## src/rtl/psum_shift_accumulator.sv

```systemverilog
// psum_shift_accumulator
//
// Post-ADC stage of the in-memory-compute macro. Each activation bit plane
// delivers one ADC partial-sum word per column, MSB plane first. The planes
// are shift-accumulated into per-column multibit dot-product results, which
// are then offered downstream on a valid/ready handshake.
//
// Optional feature macro: PSUM_SIGNED_ACT_EN
//   defined   : two's complement activations, so the first (MSB) plane is
//               loaded negated (acc = -sext(psum)).
//   undefined : unsigned activations, so the first plane is loaded as
//               acc = sext(psum).
//
// Ports:
//   clk        in   clock, rising edge
//   nrst       in   asynchronous active-low reset
//   clr        in   synchronous abort, discards partial accumulation
//   psum_in    in   packed ADC words, column c at [c*ADC_BITS +: ADC_BITS]
//   psum_valid in   psum_in holds the next bit plane
//   psum_ready out  a plane can be accepted this cycle
//   acc_out    out  packed results, column c at [c*ACC_BITS +: ACC_BITS]
//   acc_valid  out  acc_out holds a complete result
//   acc_ready  in   downstream consumes the result
//   plane_idx  out  index of the next expected plane (MSB = IN_BITS-1)
//   busy       out  accumulating or holding a result

module psum_shift_accumulator #(
  parameter int unsigned NUM_COLS = 32,
  parameter int unsigned ADC_BITS = 4,
  parameter int unsigned IN_BITS  = 4,
  parameter int unsigned ACC_BITS = 16,
  localparam int unsigned IDX_W   = (IN_BITS > 1) ? $clog2(IN_BITS) : 1
) (
  input  logic                         clk,
  input  logic                         nrst,
  input  logic                         clr,
  input  logic [NUM_COLS*ADC_BITS-1:0] psum_in,
  input  logic                         psum_valid,
  output logic                         psum_ready,
  output logic [NUM_COLS*ACC_BITS-1:0] acc_out,
  output logic                         acc_valid,
  input  logic                         acc_ready,
  output logic [IDX_W-1:0]             plane_idx,
  output logic                         busy
);

  // The accumulator must hold the full weighted sum without overflow.
  if (ACC_BITS < ADC_BITS + IN_BITS + 1) begin : g_acc_width_check
    $error("psum_shift_accumulator: ACC_BITS must be >= ADC_BITS+IN_BITS+1");
  end
  if (IN_BITS < 2) begin : g_in_bits_check
    $error("psum_shift_accumulator: IN_BITS must be >= 2");
  end

  typedef enum logic [1:0] {
    StIdle,
    StAccum,
    StHold
  } state_e;

  localparam logic [IDX_W-1:0] IdxMsb   = IDX_W'(IN_BITS - 1);
  localparam logic [IDX_W-1:0] IdxFirst = IDX_W'(IN_BITS - 2);

  state_e                       r_state;
  logic [IDX_W-1:0]             r_idx;
  logic                         r_psum_ready;
  logic                         r_acc_valid;
  logic                         r_busy;
  logic [NUM_COLS*ACC_BITS-1:0] r_acc_out;
  logic [ACC_BITS-1:0]          r_acc [NUM_COLS];

  logic                         w_accept;
  logic [ACC_BITS-1:0]          w_sext  [NUM_COLS];
  logic [ACC_BITS-1:0]          w_first [NUM_COLS];
  logic [ACC_BITS-1:0]          w_shadd [NUM_COLS];
  logic [NUM_COLS*ACC_BITS-1:0] w_shadd_flat;

  assign w_accept = psum_valid & r_psum_ready;

  // Per-column datapath: sign extension, first-plane load value and the
  // shift-add used for every later plane.
  for (genvar c = 0; c < NUM_COLS; c++) begin : g_col
    logic [ADC_BITS-1:0] w_psum;
    assign w_psum = psum_in[c*ADC_BITS +: ADC_BITS];
    assign w_sext[c] = {{(ACC_BITS - ADC_BITS){w_psum[ADC_BITS-1]}}, w_psum};
`ifdef PSUM_SIGNED_ACT_EN
    // MSB activation plane carries weight -2^(IN_BITS-1).
    assign w_first[c] = '0 - w_sext[c];
`else
    assign w_first[c] = w_sext[c];
`endif
    // Left shift of a two's complement value is the same for arithmetic and
    // logical shift; bound on ACC_BITS keeps the sign bit intact.
    assign w_shadd[c] = {r_acc[c][ACC_BITS-2:0], 1'b0} + w_sext[c];
    assign w_shadd_flat[c*ACC_BITS +: ACC_BITS] = w_shadd[c];
  end

  always_ff @(posedge clk or negedge nrst) begin
    if (!nrst) begin
      r_state      <= StIdle;
      r_idx        <= IdxMsb;
      r_psum_ready <= 1'b1;
      r_acc_valid  <= 1'b0;
      r_busy       <= 1'b0;
      r_acc_out    <= '0;
      for (int c = 0; c < NUM_COLS; c++) begin
        r_acc[c] <= '0;
      end
    end else if (clr) begin
      // Abort wins over everything; acc_out keeps the last delivered result.
      r_state      <= StIdle;
      r_idx        <= IdxMsb;
      r_psum_ready <= 1'b1;
      r_acc_valid  <= 1'b0;
      r_busy       <= 1'b0;
      for (int c = 0; c < NUM_COLS; c++) begin
        r_acc[c] <= '0;
      end
    end else begin
      unique case (r_state)
        StIdle: begin
          if (w_accept) begin
            for (int c = 0; c < NUM_COLS; c++) begin
              r_acc[c] <= w_first[c];
            end
            r_idx   <= IdxFirst;
            r_state <= StAccum;
            r_busy  <= 1'b1;
          end
        end
        StAccum: begin
          if (w_accept) begin
            for (int c = 0; c < NUM_COLS; c++) begin
              r_acc[c] <= w_shadd[c];
            end
            if (r_idx == '0) begin
              // LSB plane: result is complete on this edge.
              r_state      <= StHold;
              r_psum_ready <= 1'b0;
              r_acc_valid  <= 1'b1;
              r_acc_out    <= w_shadd_flat;
            end else begin
              r_idx <= r_idx - 1'b1;
            end
          end
        end
        StHold: begin
          if (acc_ready) begin
            r_state      <= StIdle;
            r_idx        <= IdxMsb;
            r_psum_ready <= 1'b1;
            r_acc_valid  <= 1'b0;
            r_busy       <= 1'b0;
          end
        end
        default: begin
          r_state      <= StIdle;
          r_idx        <= IdxMsb;
          r_psum_ready <= 1'b1;
          r_acc_valid  <= 1'b0;
          r_busy       <= 1'b0;
        end
      endcase
    end
  end

  assign psum_ready = r_psum_ready;
  assign acc_out    = r_acc_out;
  assign acc_valid  = r_acc_valid;
  assign plane_idx  = r_idx;
  assign busy       = r_busy;

endmodule

```

## config.mk

```make
export PLATFORM = sky130hd
export DESIGN_NAME = psum_shift_accumulator
export DESIGN_NICKNAME = d
export VERILOG_FILES = /design/src/rtl/psum_shift_accumulator.sv
export SDC_FILE = /design/constraint.sdc
export NUM_CORES = 2
export LEC_CHECK = 0
export BUFFER_PORTS_ARGS = -buffer_cell sky130_fd_sc_hd__buf_2
export CAP_MARGIN = 20
export CORE_MARGIN = 2
export CORE_UTILIZATION = 40
export CTS_CLUSTER_SIZE = 40
export DETAILED_ROUTE_END_ITERATION = 6
export GPL_TIMING_DRIVEN = 0
export SYNTH_ARGS = -nofsm -noshare
export SYNTH_HDL_FRONTEND = slang
export SYNTH_SLANG_ARGS = --single-unit
```

## constraint.sdc

```tcl
create_clock -name clk -period 2.78 [get_ports clk]
set_input_delay 0.139 -clock clk [delete_from_list [all_inputs] [get_ports clk]]
set_output_delay 0.139 -clock clk [all_outputs]
set_load 0.05 [all_outputs]
```

Yosys cells after proc, flatten, opt, wreduce, memory -nomap -nowiden

Cells that the tools add are included.

Word-level logic and storage cells: 120
Flip-flop bits (word level): 999
Output and inout bits: 517

Reductions and logical operators: 9
Mux-type cells: 29
Bitwise logic cells: 2
Add/sub/neg operators: 33
Eq/ne operators: 9

Operators by type and width:

| kind                                                                | count |
|---|---|
| 511-bit two-way mux                                                 | 3 |
| 511-bit one-hot mux with 2 select lines                             | 1 |
| 16-bit adder                                                        | 32 |
| 2-bit two-way mux                                                   | 10 |
| 4-bit AND reduction                                                 | 4 |
| 3-bit != test (second input constant)                               | 5 |
| 2-bit one-hot mux with 3 select lines                               | 2 |
| 1-bit two-way mux                                                   | 10 |
| 1-bit one-hot mux with 3 select lines                               | 3 |
| 3-bit AND reduction                                                 | 2 |
| 2-bit zero test                                                     | 2 |
| 2-bit != test (second input constant)                               | 2 |
| 3-bit nonzero test                                                  | 1 |
| 2-bit by 1-bit == test with 1-bit output (second input constant)    | 1 |
| 2-bit == test (second input constant)                               | 1 |
| 2-bit by 1-bit subtractor with 2-bit output (second input constant) | 1 |
| 1-bit bitwise AND                                                   | 1 |
| 1-bit NOT                                                           | 1 |

Longest topological paths before layout

Depth in word-level cells: 5
Depth in mapped cells: 11
Mapped depth without buffers: 11

Worst setup path after synthesis

Ideal clock, no wire load.

Kind: flip-flop to flip-flop
Start point: register r_acc[224] (netlist name)
End point: register r_acc_out[285], in the netlist acc_out[285]
Required time: 2,655 ps
Path buffers: 0
Stages on the path, launching flop included: 10
Setup time: 125 ps
Clock period less this slack: 2,461 ps
Setup slack: 319 ps
Arrival: 2,336 ps
Cell sequence: dfrtp_1 > ha_1 > fa_1 > a211oi_1 > o21bai_1 > o41ai_2 > a2bb2oi_1 > o21ai_1 > xor2_1 > mux2_2

Word-level cells in the longest chain between the ends: 1

RTL lines:

| element                           | RTL line | RTL |
|---|---|---|
| from (decl)                       | 70       | `logic [ACC_BITS-1:0] r_acc [NUM_COLS];` |
| from (signal, indexed assignment) | 124      | `r_acc[c] <= w_first[c];` |
| from (signal, indexed assignment) | 134      | `r_acc[c] <= w_shadd[c];` |
| 16-bit adder                      | 94       | `assign w_shadd[c] = {r_acc[c][ACC_BITS-2:0], 1'b0} + w_sext[c];` |
| to (signal assigned)              | 141      | `r_acc_out <= w_shadd_flat;` |
| to (decl)                         | 69       | `logic [NUM_COLS*ACC_BITS-1:0] r_acc_out;` |

Every way passes these cells.
A chain may end at the register's enable or synchronous reset.

Worst setup path after layout

Start point: register r_acc[80] (netlist name)
End point: register r_acc[93] (netlist name)

Word-level cells in the longest chain between the ends: 4

RTL lines:

| element                                 | RTL line | RTL |
|---|---|---|
| 16-bit adder                            | 94       |  |
| 511-bit two-way mux                     | 132      | `if (w_accept) begin` |
| 511-bit one-hot mux with 2 select lines | 120      | `unique case (r_state)` |
| 511-bit two-way mux                     | 109      | `end else if (clr) begin` |

Every way passes these cells. The select of a mux whose other input is x is not followed.

==> reports/metrics.cfg <==
[cells_and_area]
final_common_cell = nand2_1
drive_above_1_share_pct = 16.6
final_cell_mix = 1490 x nand2_1, 995 x dfrtp_1, 687 x buf_2
finalNetCount = 7802
area_growth_pct = 22.0

[cts]
insertion_delay_ns = 0.74
cts_htree_levels = 3
cts_tree = yes
cts_made_buffers = 114
path_clk_slew_ns = 0.06
cts-root-buf = clkbuf_16
cts_num_sinks = 999
cts.path.max_buffers = 3

[routing]
wl_um = 200000
ant_nets = 0
wl_per_cell_um = 21.8
routed_via_density = 5.42
route.detailed.drc = 0
dr.pass1.iters = 5
drtIter0Drc = 3478
vias = 49700

[yosys]
synth_area_leaders = dfrtp_1 44%, ha_1 9.9%, nand2_1 9.8%
synth_top_family_by_area = compound AO/OA/AOI/OAI gates
synth_adder_area_share_pct = 11.0
avgSynthCellArea_um2 = 9.11
synth_edf_count = 0
synth-main-ff-cell = dfrtp_1
yosysWarnings = 0
synth_cell_type_count = 78
syn_inst = 6239
syn_nets = 6853
synth.cell_area_mm2 = 0.0569
synth_xor_area_share_pct = 6.42
ys_ff_latch = 999
synth_compound_area_share_pct = 19.3
synth_top_area_share_pct = 43.8
synthMuxAreaShare_pct = 2.24
yosys.area_share.simple_pct = 14.8
seq_area_frac_synth_pct = 44.0
synthArstFlopShare_pct = 100
yosys.area.top_type = dfrtp_1

[critical_path]
cp_max_fo = 3
worst-path-buf-inv = 0
cp_common_cell = o21ai_1
worstPathRequired_ns = 3.44
cp-endpoint = r_acc[93]
rrSetupSlack_ns = 0.06
crit_path_end_kind = flop
path_cells = ha_1 > fa_1 > a21o_1 > a31o_1 > and3_1 > nor2_2 > o21ai_1 > xnor2_1 > nor2_1 > o21ai_1
cp_top_family = compound AO/OA/AOI/OAI gates
r2r-end = r_acc[93]
cp-start-kind = flop
cpMaxStageDelayCell = xnor2_1
crit_start = r_acc[80]
worstPathArrival_ns = 3.38
reg2reg_depth = 10
crit_cells = 10
path_class = reg -> reg
reg2reg_from = r_acc[80]
cp_slowest_stage_delay_ns = 0.49

[place]
post-place-ws_ns = -1.53
place.gp.congestion = 0.916
portBuffers = 648
hpwl_um = 148000

[sta]
fin_crit_sh_pct = 97.8
slew_headroom_pct = 28.2
timing.final.ws_setup_ns = 0.0611
hold_viol_final = 0
worst_pin_slew_ns = 1.08
final.setup.tns_ns = 0
rsz0062_at_grt = yes
setup_viol = 0
fin_crit_ns = 2.72
clock_skew_ns = 0.0376
slew_viol_final = 0
fmax_mhz = 368

[floorplanning]
die_area_mm2 = 0.145
die_y_um = 381
rows = 138
core_mm2 = 0.141
io_pins = 650
die_w_um = 381
initial_core_util_pct = 40.3

[global_route]
antenna_found_initial = 20
grt_first_pass_wirelength_um = 302000
use_met3_pct = 6.52
grt_pass1_vias = 49000
grt_overflow = 0
busiest_layer = met2
grt_use_total_pct = 27.0
grtUsageMet1_pct = 35.5
grtUsageMet2_pct = 43.6
grt_max_degree = 163

[flow_run]
cap_viol_max_count = 0

[run_status]
status = finished clean

[power_and_ir_drop]
pwr-share-comb_pct = 30.2
p_leak_nw = 36.4
swShare_pct = 37.0
p_sw_w = 0.0176
p_int_w = 0.0301
ir_worst_vdd_uv = 494
clock_power_share_pct = 33.8
seqPwrFrac_pct = 36.0
p_per_area_mw_per_mm2 = 688

[worst_hold_path]
worstHoldPathType = in -> reg

==> final cells by class <==
type / count / area (µm²)
clock buffers: 159 / 3250
inverters: 67 / 251
clock inverters: 56 / 728
fillers: 13700 / 71900
well taps: 1890 / 2360
multi-input cells: 4908 / 31100
diodes: 2 / 5.00
flip-flops and latches: 999 / 25000
plain buffers: 264 / 1280
repair buffers: 834 / 5320
==> metal layers <==
metal  up-vias  wire length (µm)
met5         -               158
met4        22              6500
met3       326             14500
met2      1400             92900
met1     24400             86400
li1      23600                 -
==> power groups by stage <==
stage          Combinational, W  Sequential (W)  Clock (W)
3_3_place_gp             0.0136          0.0174          0
2_1_floorplan           0.00640          0.0206          0
3_5_place_dp             0.0139          0.0174          0
5_1_grt                  0.0156          0.0173     0.0171
6_report                 0.0144          0.0172     0.0161
4_1_cts                  0.0142          0.0171     0.0165
==> state kept, by name, indices dropped and copies added (netlist names) <==
register    flops
acc_out       512
r_acc         480
plane_idx       2
r_state         2
acc_valid       1
busy            1
psum_ready      1
==> cell families (layout without fill, tap and decap cells) <==
logic type | count (synthesis) | in the layout
and+or+nand+nor | 2110 | 2110
AOI/OAI and AO/OA | 1780 | 1780
DFF | 999 | 999
adders and majority gates | 481 | 481
xor gates and xnor gates | 417 | 417
buffers and inverters | 332 | 1380
muxes | 120 | 120
other | 0 | 2
==> worst min path at each step <==
stage                 start      endpoint  slack, ns  cells past startpoint
2_1_floorplan          nrst    acc_out[0]      -0.16                      0
3_3_place_gp      acc_ready    r_state[1]       0.34                      2
3_5_place_dp           nrst   acc_out[82]       0.13                      1
4_1_cts         psum_in[59]  acc_out[239]      0.004                      4
5_1_grt        psum_in[115]  acc_out[463]       0.08                      4
6_report       psum_in[115]  acc_out[463]       0.07                      4
==> tightest hold or removal path, stage by stage <==
cell and delay, ns:
buf_2 0.22, xnor2_1 0.19, xnor2_1 0.15, o21ai_1 0.05
==> synthesized netlist by cell type, types with 54 or more instances <==
master    number
nand2_1     1490
dfrtp_1      996
o21ai_0      473
ha_1         449
nor2_1       399
a21oi_1      392
xnor2_1      271
o21ai_1      254
a21o_1       246
clkbuf_1     205
xor2_1       146
inv_1         67
mux2i_1       64
nand2b_1      56
a211oi_1      54
buf_2         54
==> repair_timing <==
| item | CTS | global route |
|---|---|---|
| buffers inserted | 16 | 21 |
| pin swaps | 16 | 53 |
| endpoints found under the hold margin | 579 | 0 |
| gates resized for setup | 111 | 136 |
| hold buffers | 118 | 0 |
| endpoints found under the setup margin | 985 | 442 |
| cloned | 0 | 1 |
==> stage by stage <==
step	cells	util, %	hold WS (ns)	total power (W)	area (µm²)
6_report	9179	49.1	0.0664	0.0477	69300
2_1_floorplan	6239	-	-0.157	0.0270	56900
3_5_place_dp	8807	44.6	0.130	0.0313	63000
4_1_cts	9155	48.6	0.00435	0.0478	68700
3_3_place_gp	8777	44.2	0.342	0.0310	62500
5_1_grt	9177	49.1	0.0791	0.0500	69300
No activity file was read; power rests on OpenSTA's default activity.
